### src/rtl/ps2_keyb_matrix.sv
// ps2_keyb_matrix
//   Receives PS/2 keyboard frames (scan-code set 2) and maintains the 8x5 ZX
//   Spectrum keyboard matrix. It returns the active-low column state for the
//   half-rows that the ULA selects.
//
//   Optional build macro: PS2_PARITY_CHECK_EN
//     defined   - frames with bad odd parity are dropped like a bad stop bit
//     undefined - the parity bit is sampled and ignored
//
// Ports
//   clk            in   system clock (clk7 domain)
//   rst_n          in   synchronous active-low reset
//   ps2clk         in   raw PS/2 clock, asynchronous, idle high
//   ps2data        in   raw PS/2 data, asynchronous, idle high
//   rows    [7:0]  in   CPU a[15:8]; a 0 bit selects that half-row
//   kbd     [4:0]  out  column lines, active low, registered
//   scancode [7:0] out  last byte delivered by the receiver
//   scancode_valid out  one-cycle strobe when scancode updates
module ps2_keyb_matrix #(
  parameter int FILTER_LEN     = 8,
  parameter int TIMEOUT_CYCLES = 7000
) (
  input  logic       clk,
  input  logic       rst_n,
  input  logic       ps2clk,
  input  logic       ps2data,
  input  logic [7:0] rows,
  output logic [4:0] kbd,
  output logic [7:0] scancode,
  output logic       scancode_valid
);

  localparam int FW = $clog2(FILTER_LEN + 1);
  localparam int TW = $clog2(TIMEOUT_CYCLES + 1);

  typedef enum logic [1:0] {IDLE, DATA, PARITY, STOP} state_t;

  // One keymap entry: up to two {row, col} targets, each with a valid bit.
  typedef struct packed {
    logic       v0;
    logic [2:0] r0;
    logic [2:0] c0;
    logic       v1;
    logic [2:0] r1;
    logic [2:0] c1;
  } key_t;

  // Targets are written as octal 6'oRC: R = row, C = column.
  function automatic key_t one(input logic [5:0] rc);
    return {1'b1, rc, 7'b0};
  endfunction

  function automatic key_t two(input logic [5:0] rc0, input logic [5:0] rc1);
    return {1'b1, rc0, 1'b1, rc1};
  endfunction

  // Index is {ext, scancode}.
  function automatic key_t keymap(input logic [8:0] code);
    key_t k;
    k = '0;
    case (code)
      9'h012: k = one(6'o00); 9'h01A: k = one(6'o01); 9'h022: k = one(6'o02);
      9'h021: k = one(6'o03); 9'h02A: k = one(6'o04);
      9'h01C: k = one(6'o10); 9'h01B: k = one(6'o11); 9'h023: k = one(6'o12);
      9'h02B: k = one(6'o13); 9'h034: k = one(6'o14);
      9'h015: k = one(6'o20); 9'h01D: k = one(6'o21); 9'h024: k = one(6'o22);
      9'h02D: k = one(6'o23); 9'h02C: k = one(6'o24);
      9'h016: k = one(6'o30); 9'h01E: k = one(6'o31); 9'h026: k = one(6'o32);
      9'h025: k = one(6'o33); 9'h02E: k = one(6'o34);
      9'h045: k = one(6'o40); 9'h046: k = one(6'o41); 9'h03E: k = one(6'o42);
      9'h03D: k = one(6'o43); 9'h036: k = one(6'o44);
      9'h04D: k = one(6'o50); 9'h044: k = one(6'o51); 9'h043: k = one(6'o52);
      9'h03C: k = one(6'o53); 9'h035: k = one(6'o54);
      9'h05A: k = one(6'o60); 9'h04B: k = one(6'o61); 9'h042: k = one(6'o62);
      9'h03B: k = one(6'o63); 9'h033: k = one(6'o64);
      9'h029: k = one(6'o70); 9'h059: k = one(6'o71); 9'h03A: k = one(6'o72);
      9'h031: k = one(6'o73); 9'h032: k = one(6'o74);
      9'h066: k = two(6'o00, 6'o40);   // Backspace = CAPS + 0
      9'h16B: k = two(6'o00, 6'o34);   // Left  = CAPS + 5
      9'h172: k = two(6'o00, 6'o44);   // Down  = CAPS + 6
      9'h175: k = two(6'o00, 6'o43);   // Up    = CAPS + 7
      9'h174: k = two(6'o00, 6'o42);   // Right = CAPS + 8
      default: k = '0;
    endcase
    return k;
  endfunction

  logic           clk_s1, clk_s2, dat_s1, dat_s2, clk_f;
  logic [FW-1:0]  flt_cnt;
  logic           fall;
  state_t         state;
  logic [2:0]     bit_cnt;
  logic [7:0]     shreg;
  logic [TW-1:0]  to_cnt;
  logic           frame_ok;
  logic           vld_p0;
  logic [7:0]     byte_p0;
  logic           brk, ext;
  logic [2:0]     skip;
  logic           vld_p1, map_p1, clr_p1, mk_p1;
  logic [7:0]     byte_p1;
  key_t           ent_p1;
  logic [7:0][4:0] matrix;
  logic [4:0]     col_any;

  // Synchronizers and clock glitch filter. The filtered clock only follows
  // the synchronized clock after FILTER_LEN consecutive differing samples.
  always_ff @(posedge clk) begin
    if (!rst_n) begin
      clk_s1  <= 1'b1;
      clk_s2  <= 1'b1;
      dat_s1  <= 1'b1;
      dat_s2  <= 1'b1;
      clk_f   <= 1'b1;
      flt_cnt <= '0;
    end else begin
      clk_s1 <= ps2clk;
      clk_s2 <= clk_s1;
      dat_s1 <= ps2data;
      dat_s2 <= dat_s1;
      if (clk_s2 == clk_f) begin
        flt_cnt <= '0;
      end else if (flt_cnt == FW'(FILTER_LEN - 1)) begin
        clk_f   <= clk_s2;
        flt_cnt <= '0;
      end else begin
        flt_cnt <= flt_cnt + 1'b1;
      end
    end
  end

  // Single-cycle pulse in the cycle the filtered clock goes high -> low.
  assign fall = clk_f && !clk_s2 && (flt_cnt == FW'(FILTER_LEN - 1));

`ifdef PS2_PARITY_CHECK_EN
  logic par_bit;
  always_ff @(posedge clk) begin
    if (fall && state == PARITY) par_bit <= dat_s2;
  end
  assign frame_ok = dat_s2 && (^{shreg, par_bit});
`else
  assign frame_ok = dat_s2;
`endif

  // Receiver FSM: IDLE -> DATA (8 bits, LSB first) -> PARITY -> STOP.
  always_ff @(posedge clk) begin
    if (!rst_n) begin
      state   <= IDLE;
      bit_cnt <= '0;
      to_cnt  <= '0;
      vld_p0  <= 1'b0;
    end else begin
      vld_p0 <= 1'b0;
      if (state == IDLE || fall) to_cnt <= '0;
      else                       to_cnt <= to_cnt + 1'b1;
      if (state != IDLE && !fall && to_cnt == TW'(TIMEOUT_CYCLES - 1)) begin
        state <= IDLE;
      end else if (fall) begin
        case (state)
          IDLE: if (!dat_s2) begin
            state   <= DATA;
            bit_cnt <= '0;
          end
          DATA: begin
            bit_cnt <= bit_cnt + 1'b1;
            if (bit_cnt == 3'd7) state <= PARITY;
          end
          PARITY: state <= STOP;
          STOP: begin
            vld_p0 <= frame_ok;
            state  <= IDLE;
          end
          default: state <= IDLE;
        endcase
      end
    end
  end

  always_ff @(posedge clk) begin
    if (fall && state == DATA) shreg   <= {dat_s2, shreg[7:1]};
    if (fall && state == STOP) byte_p0 <= shreg;
  end

  // Stage p1: prefix handling and keymap ROM read.
  always_ff @(posedge clk) begin
    if (!rst_n) begin
      brk    <= 1'b0;
      ext    <= 1'b0;
      skip   <= '0;
      vld_p1 <= 1'b0;
      map_p1 <= 1'b0;
      clr_p1 <= 1'b0;
      mk_p1  <= 1'b0;
    end else begin
      vld_p1 <= vld_p0;
      map_p1 <= 1'b0;
      clr_p1 <= 1'b0;
      if (vld_p0) begin
        if (skip != 3'd0) begin
          skip <= skip - 1'b1;
          brk  <= 1'b0;
          ext  <= 1'b0;
        end else begin
          case (byte_p0)
            8'hF0: brk <= 1'b1;
            8'hE0: ext <= 1'b1;
            8'hE1: begin
              skip <= 3'd7;
              brk  <= 1'b0;
              ext  <= 1'b0;
            end
            default: begin
              // BAT completion / hot-plug codes wipe the matrix, but only
              // when they are not the tail of a break sequence.
              if (!brk && (byte_p0 == 8'hAA || byte_p0 == 8'hFC)) begin
                clr_p1 <= 1'b1;
              end else begin
                map_p1 <= 1'b1;
                mk_p1  <= !brk;
              end
              brk <= 1'b0;
              ext <= 1'b0;
            end
          endcase
        end
      end
    end
  end

  always_ff @(posedge clk) begin
    byte_p1 <= byte_p0;
    ent_p1  <= keymap({ext, byte_p0});
  end

  // Stage p2: matrix write and scancode strobe.
  always_ff @(posedge clk) begin
    if (!rst_n) begin
      matrix         <= '0;
      scancode       <= 8'h00;
      scancode_valid <= 1'b0;
    end else begin
      scancode_valid <= vld_p1;
      if (vld_p1) scancode <= byte_p1;
      if (clr_p1) begin
        matrix <= '0;
      end else if (map_p1) begin
        if (ent_p1.v0) matrix[ent_p1.r0][ent_p1.c0] <= mk_p1;
        if (ent_p1.v1) matrix[ent_p1.r1][ent_p1.c1] <= mk_p1;
      end
    end
  end

  // Column readout: OR of every selected half-row, inverted to active low.
  always_comb begin
    col_any = '0;
    for (int i = 0; i < 8; i++) begin
      if (!rows[i]) col_any = col_any | matrix[i];
    end
  end

  always_ff @(posedge clk) begin
    if (!rst_n) kbd <= 5'b11111;
    else        kbd <= ~col_any;
  end

endmodule

### config.mk
export PLATFORM = sky130hd
export DESIGN_NAME = ps2_keyb_matrix
export DESIGN_NICKNAME = d
export VERILOG_FILES = /design/src/rtl/ps2_keyb_matrix.sv
export SDC_FILE = /design/constraint.sdc
export NUM_CORES = 1
export LEC_CHECK = 0
export BUFFER_PORTS_ARGS = -buffer_cell sky130_fd_sc_hd__buf_4
export CORE_MARGIN = 1.5
export CORE_UTILIZATION = 45
export DETAILED_ROUTE_END_ITERATION = 10
export GPL_TIMING_DRIVEN = 1
export PLACE_DENSITY = 0.61
export SLEW_MARGIN = 15
export SYNTH_ARGS = -nofsm -noshare
export SYNTH_HDL_FRONTEND = slang
export SYNTH_SLANG_ARGS = --single-unit
### constraint.sdc
create_clock -name clk -period 1.7 [get_ports clk]
set_clock_uncertainty 0.15 [all_clocks]
set_input_delay 0.34 -clock clk [delete_from_list [all_inputs] [get_ports clk]]
set_output_delay 0.34 -clock clk [all_outputs]
set_load 0.02 [all_outputs]
==> metrics, run 1 <==
largest net degree at the start of global routing 41; Post-route DRC 0; total power 6.740 mW; EDFF count, synth 16; Placed Area 7177 sq um; Post-synth ARST share 0%; worst-skew pair later-pin latency 0.42 ns; clock-pin slew on the worst setup and hold paths 0.06 ns; Seq/Total Area, Yosys 45.06%; Post-Syn Instances 703; share of the synthesized area in the top cell type 37.11%; FF-to-FF setup slack -0.28 ns; worst setup margin -0.2815 ns; area grow syn2layout 44.73%; status finished with violations; worst endpoint data arrival time 2.19 ns; Fillers 1,083; chip height 118.9 um; dpl hpwl 11.43 mm; Layout Nets 871; mean routed wirelength per cell 16.54 um; Pwr Density 770.8 nW/um^2; vias in the first global route 5,443; Yosys reg bits 128; Initial Utilization 45.81%; Detailed Routing Iterations Pass 1 5; net count after synthesis 726; min cycle time layout 1.981 ns; Congestion Overflow GR 0; Die ar. 14,130 sq um; Hold Path Class input port to flop; IO Port Bufs 25; layout cells sized above 1 36.70%; worst IR drop on VDD 0.0006531 V; Sink Count 128; Final period util 116.6%; Setup Viol. Count Final 26; vias per cell 5.522; max-cap violations 0; TritonCTS clock tree done; RePlAce Congestion 0.9713; Max clock buf depth 2; antenna cells 0; IO Pins 26; Max-slew headroom 64.17%; antenna-violating nets left 0; Max Fclk 0.5047 GHz; drt first-iter violations 313; Cell variety after synth 66; via count 5,726; synthesized area 6042 sq um; chip width 118.9 um; Synth Flop Type dfxtp_1; failing checks setup timing; clock root buffer clkbuf_16; Syn Area/Cell 8.595 sq um; RSZ-0062 raised after global routing yes; Slew Viols, Final 0; CP required 1.91 ns; antenna violations before repair 0; core box area 13,190 sq um; first-pass GRT wire length 26.07 mm; Yosys warnings 0; CP Launch Type flop; # H-tree levels 4; Final Hold Vio Count 0; number of placement rows 42; Slew @ Worst Pin 0.5368 ns; cts bufs inserted 17; kind of critical path flop to flop; WL final 17.16 mm; final instance area 8745 sq um; Leakage 3.275 nW; GRT Util Overall 23.32%; Synth area leaders dfxtp_1 37%, edfxtp_1 8.0%, mux2i_1 5.0%; crit end category flop; area leader, netlist dfxtp_1; Worst Path Max Fanout 6
-- power breakdown --
group	switching [mW]	total (mW)	leakage, nW	internal [mW]
clock network	1.40	3.59	0.277	2.19
logic	0.0553	0.0900	1.94	0.0347
registers	0.00303	3.06	1.06	3.05
-- synth_stat cells, drive strengths merged, types with 6 or more instances --
cell type    n
nor3        12
or3          6
nor4         6
o21ai       15
buf         20
nand3       29
dfxtp      112
a31oi        8
o41ai        6
nand2b      14
nand4        6
nor2        79
clkbuf      22
nand2       72
or3b         8
xor2         9
edfxtp      16
ha          11
nor3b        9
o22ai       42
nand3b      10
inv         57
a21oi       38
mux2i       30
-- what timing repair did --
item	4_1_cts	5_1_grt
pin swaps	16	37
setup endpoints to repair	45	67
cloned	0	1
setup buffers	12	17
endpoints found under the hold margin	2	0
gates resized for setup	74	99
hold buffers	2	0
-- metal layers --
metal | global-route usage [%] | wire, um
met5 | 0 | 0
met4 | 8.584 | 480
met3 | 5.412 | 847
met2 | 39.97 | 8408
met1 | 28.65 | 7421
-- final timing paths --
| check | end | cells after the start | startpoint |
|---|---|---|---|
| worst max-delay path | ent_p1[10] | 6 | byte_p0[5] |
| worst min-delay path | clk_s1 | 2 | rst_n |
| worst max register to register | ent_p1[10] | 6 | byte_p0[5] |
| worst min register to register | dat_s2 | 1 | dat_s1 |
-- cell usage in the layout, fill, tap and decap left out, types with 7 or more instances in the layout --
master / synthesis / final
buf_4: 5 / 139
dfxtp_1: 112 / 99
nand2_1: 72 / 67
nor2_1: 79 / 67
inv_1: 57 / 54
o22ai_1: 42 / 32
a21oi_1: 38 / 30
mux2i_1: 30 / 30
nand3_1: 29 / 27
buf_6: 2 / 20
clkbuf_16: 0 / 18
edfxtp_1: 16 / 16
nand2b_1: 14 / 11
dfxtp_2: 0 / 11
nand3b_1: 10 / 10
xor2_1: 9 / 9
o22ai_2: 0 / 9
a31oi_1: 8 / 8
ha_1: 11 / 7
-- worst max-delay path, stage by stage, from the launching register on --
cell,delay (ns)
edfxtp_1,0.44
buf_6,0.16
or4b_4,0.54
or3_4,0.36
a21oi_4,0.13
a311oi_2,0.05
nand4b_1,0.09
-- state kept, by name (all words and copies together) (netlist names), 2 cells and up --
name      count
matrix       40
ent_p1       13
to_cnt       13
byte_p0       8
byte_p1       8
scancode      8
shreg         8
kbd           5
flt_cnt       4
bit_cnt       3
skip          3
state         2
-- area by class of cell --
cell class              instances  area (sq um)  area share (%)
clock inverters                13         136.4           1.560
well taps                     176         220.2           2.518
repair buffers                168          1434           16.40
clock buffers                  19         442.9           5.065
multi-input cells             476          3553           40.64
flip-flops and latches        128          2744           31.38
inverters                      57         214.0           2.447
-- cell families (layout without fill, tap and decap cells) --
group,count (synthesis),after routing,share of synthesized area (%)
compound gates,134,134,14.00
fa+ha+maj,11,11,2.278
xor+xnor,14,14,2.029
flops,128,128,45.06
mux,31,31,5.156
simple gates,286,286,24.54
buf+inv,99,257,6.937
-- stage by stage --
stage	TNS (ns)	setup WS (ns)	hold WS, ns	utilization, %	cells
floorplan	-0.2186	-0.09182	0.1993	-	703
CTS	-1.829	-0.2074	0.08352	61.77	1021
global route	-5.221	-0.3380	0.09256	66.30	1037
detailed placement	-5.468	-0.3147	0.2455	54.41	976
finish	-3.150	-0.2815	0.09169	66.30	1037
global placement	-4.665	-0.2817	0.2406	54.41	976
(Power assumes the default switching activity.)
==> run 2, diff against run 1 <==
--- a/config.mk
+++ b/config.mk
@@ -5,12 +5,13 @@
 export SDC_FILE = /design/constraint.sdc
 export NUM_CORES = 1
 export LEC_CHECK = 0
-export BUFFER_PORTS_ARGS = -buffer_cell sky130_fd_sc_hd__buf_4
 export CORE_MARGIN = 1.5
 export CORE_UTILIZATION = 45
 export DETAILED_ROUTE_END_ITERATION = 10
+export DONT_BUFFER_PORTS = 1
 export GPL_TIMING_DRIVEN = 1
-export PLACE_DENSITY = 0.61
+export MAX_ROUTING_LAYER = met4
+export PLACE_DENSITY = 0.59
 export SLEW_MARGIN = 15
 export SYNTH_ARGS = -nofsm -noshare
 export SYNTH_HDL_FRONTEND = slang
==> metrics, run 2 (synthesis gave the netlist of run 1 again) <==
status finished with violations; failing checks setup timing; vias in the first global route 5,507 (+1.2%); CP cell instances or4b_4 > or3_1 > a21oi_2 > a311oi_2 > nand4b_1; Die ar. 14,130 sq um (unchanged); Setup Viol. Count Final 28 (+7.7%); # H-tree levels 4 (unchanged); Slew Viols, Final 0 (unchanged); Slowest-stage cell, CP or4b_4; FF-to-FF setup slack -0.28 ns (about the same); layout cells sized above 1 34.33% (-2.4 points); Max-slew headroom 47.93% (-16 points); biggest regs matrix (40), ent_p1 (13), to_cnt (13); IO Port Bufs 0 (-100%); cts bufs inserted 17 (unchanged); hold path depth 2 (unchanged); RR Endpoint ent_p1[10]; crit end category flop; most common cell after layout, fill and taps aside buf_4; Pwr Density 809.2 nW/um^2 (+5.0%); dpl hpwl 11.46 mm (+0.30%); Max clock buf depth 2 (unchanged); R2R cell count 5 (-1); final instance area 8504 sq um (-2.7%); min cycle time layout 1.976 ns (-0.005816 ns); Congestion Overflow GR 0 (unchanged); Buffers & Inverters on Critical Path 0 (-1); number of placement rows 42 (unchanged); hold slack 0.02624 ns (-0.06544 ns); via count 5,597 (-2.3%); worst endpoint data arrival time 2.18 ns (about the same); chip height 118.9 um (unchanged); Final Hold Vio Count 0 (unchanged); CP peak stage delay 0.59 ns (+0.05 ns); WL final 17.28 mm (+0.72%); Final Util 64.48% (-1.8 points); chip width 118.9 um (unchanged); Initial Utilization 45.81% (unchanged); clock root buffer clkbuf_16; Post-route DRC 0 (unchanged); first-pass GRT wire length 27.55 mm (+5.7%); CP Launch Type flop; RePlAce Congestion 0.9337 (-3.9%); vias per cell 5.547 (+0.46%); antenna violations before repair 0 (unchanged); clock-pin slew on the worst setup and hold paths 0.06 ns (about the same); Layout Nets 843 (-3.2%); Hold Startpoint rows[7]; Max Fclk 0.5062 GHz (+0.29%); antenna cells 0 (unchanged); kind of cell adding the most delay to the critical path simple AND/OR/NAND/NOR gates; antenna-violating nets left 0 (unchanged); hold path endpoint kbd[3]; worst IR drop on VDD 0.0007155 V (+9.6%); drt first-iter violations 369 (+18%); commonest cells after routing, fill and taps aside 108 x buf_4, 99 x dfxtp_1, 70 x nor2_1; core box area 13,190 sq um (unchanged); area grow syn2layout 40.75%; Leakage 3.133 nW (-4.3%); CP required 1.91 ns (about the same); worst setup margin -0.2757 ns (+0.005816 ns); TritonCTS clock tree done; largest net degree at the start of global routing 42 (+2.4%); Detailed Routing Iterations Pass 1 5 (unchanged); max-cap violations 0 (unchanged); Reg-to-Reg Start byte_p0[5]; IO Pins 26 (unchanged); kind of critical path flop to flop; Hold Path Class input port to flop; Biggest register matrix; Sink Count 128 (unchanged); Slew @ Worst Pin 0.7810 ns (+0.2442 ns); Worst Path Max Fanout 6 (unchanged); Placed Area 6909 sq um (-3.7%); RSZ-0062 raised after global routing yes; GRT Util Overall 25.43% (+2.1 points); Final period util 116.2% (-0.34 points); mean routed wirelength per cell 17.13 um (+3.5%); worst-skew pair later-pin latency 0.42 ns (about the same); total power 6.882 mW (+2.1%); max reg flops 40 (unchanged)
-- run 2: changes by cell type in the layout (fill, tap and decap cells not counted), sizes merged --
cell and delta:
dlygate4sd3 +2, clkinv -1, buf -31, clkinvlp -1, bufbuf +1, clkbuf -3, inv +3, bufinv +1
dlymetal6s4s +1
-- run 2: metrics by stage --
stage / cells / setup TNS [ns] / setup WS, ns
floorplan: 703 / -0.2186 / -0.09182
global placement: 942 / -4.346 / -0.3320
detailed placement: 942 / -4.780 / -0.2837
CTS: 996 / -1.964 / -0.2189
global route: 1009 / -5.403 / -0.3465
finish: 1009 / -2.848 / -0.2757
-- run 2: power breakdown --
group          internal [mW]  switching (mW)  leakage (nW)
registers               3.06         0.00284          1.06
logic                 0.0190          0.0376          1.78
clock network           2.32            1.44         0.294
-- run 2: area by class of cell --
| class | count | area [sq um] |
|---|---|---|
| multi-input combinational | 476 | 3501 |
| inverter | 57 | 214.0 |
| clock inverter | 15 | 182.7 |
| timing repair buffer | 140 | 1220 |
| fill | 1077 | 4686 |
| sequential | 128 | 2741 |
| tap | 176 | 220.2 |
| clock buffer | 17 | 425.4 |
-- run 2: per-layer routing --
metal | vias to the layer above | global-route usage, % | routed length (um)
met5 | - | - | 0
met1 | 2694 | 32.00 | 7661
met2 | 154 | 40.44 | 8353
met4 | 0 | 9.714 | 415
met3 | 32 | 5.316 | 850
li1 | 2717 | - | -
-- run 2: worst max-delay path by stage --
stage	depth (start not counted)	slack [ns]	from	end
after floorplan	6	-0.09	byte_p0[5]	ent_p1[10]
after global placement	7	-0.33	byte_p0[5]	ent_p1[13]
after detailed placement	7	-0.28	byte_p0[5]	ent_p1[13]
after CTS	9	-0.22	byte_p0[6]	ent_p1[13]
after global routing	7	-0.35	byte_p0[5]	ent_p1[10]
final	5	-0.28	byte_p0[5]	ent_p1[10]
-- run 2: what timing repair did --
action,CTS,global route
hold endpoints to repair,24,5
gates cloned,3,0
resized for setup,65,102
hold buffers,4,1
pin swaps,14,38
setup buffers,15,14
endpoints found under the setup margin,47,74
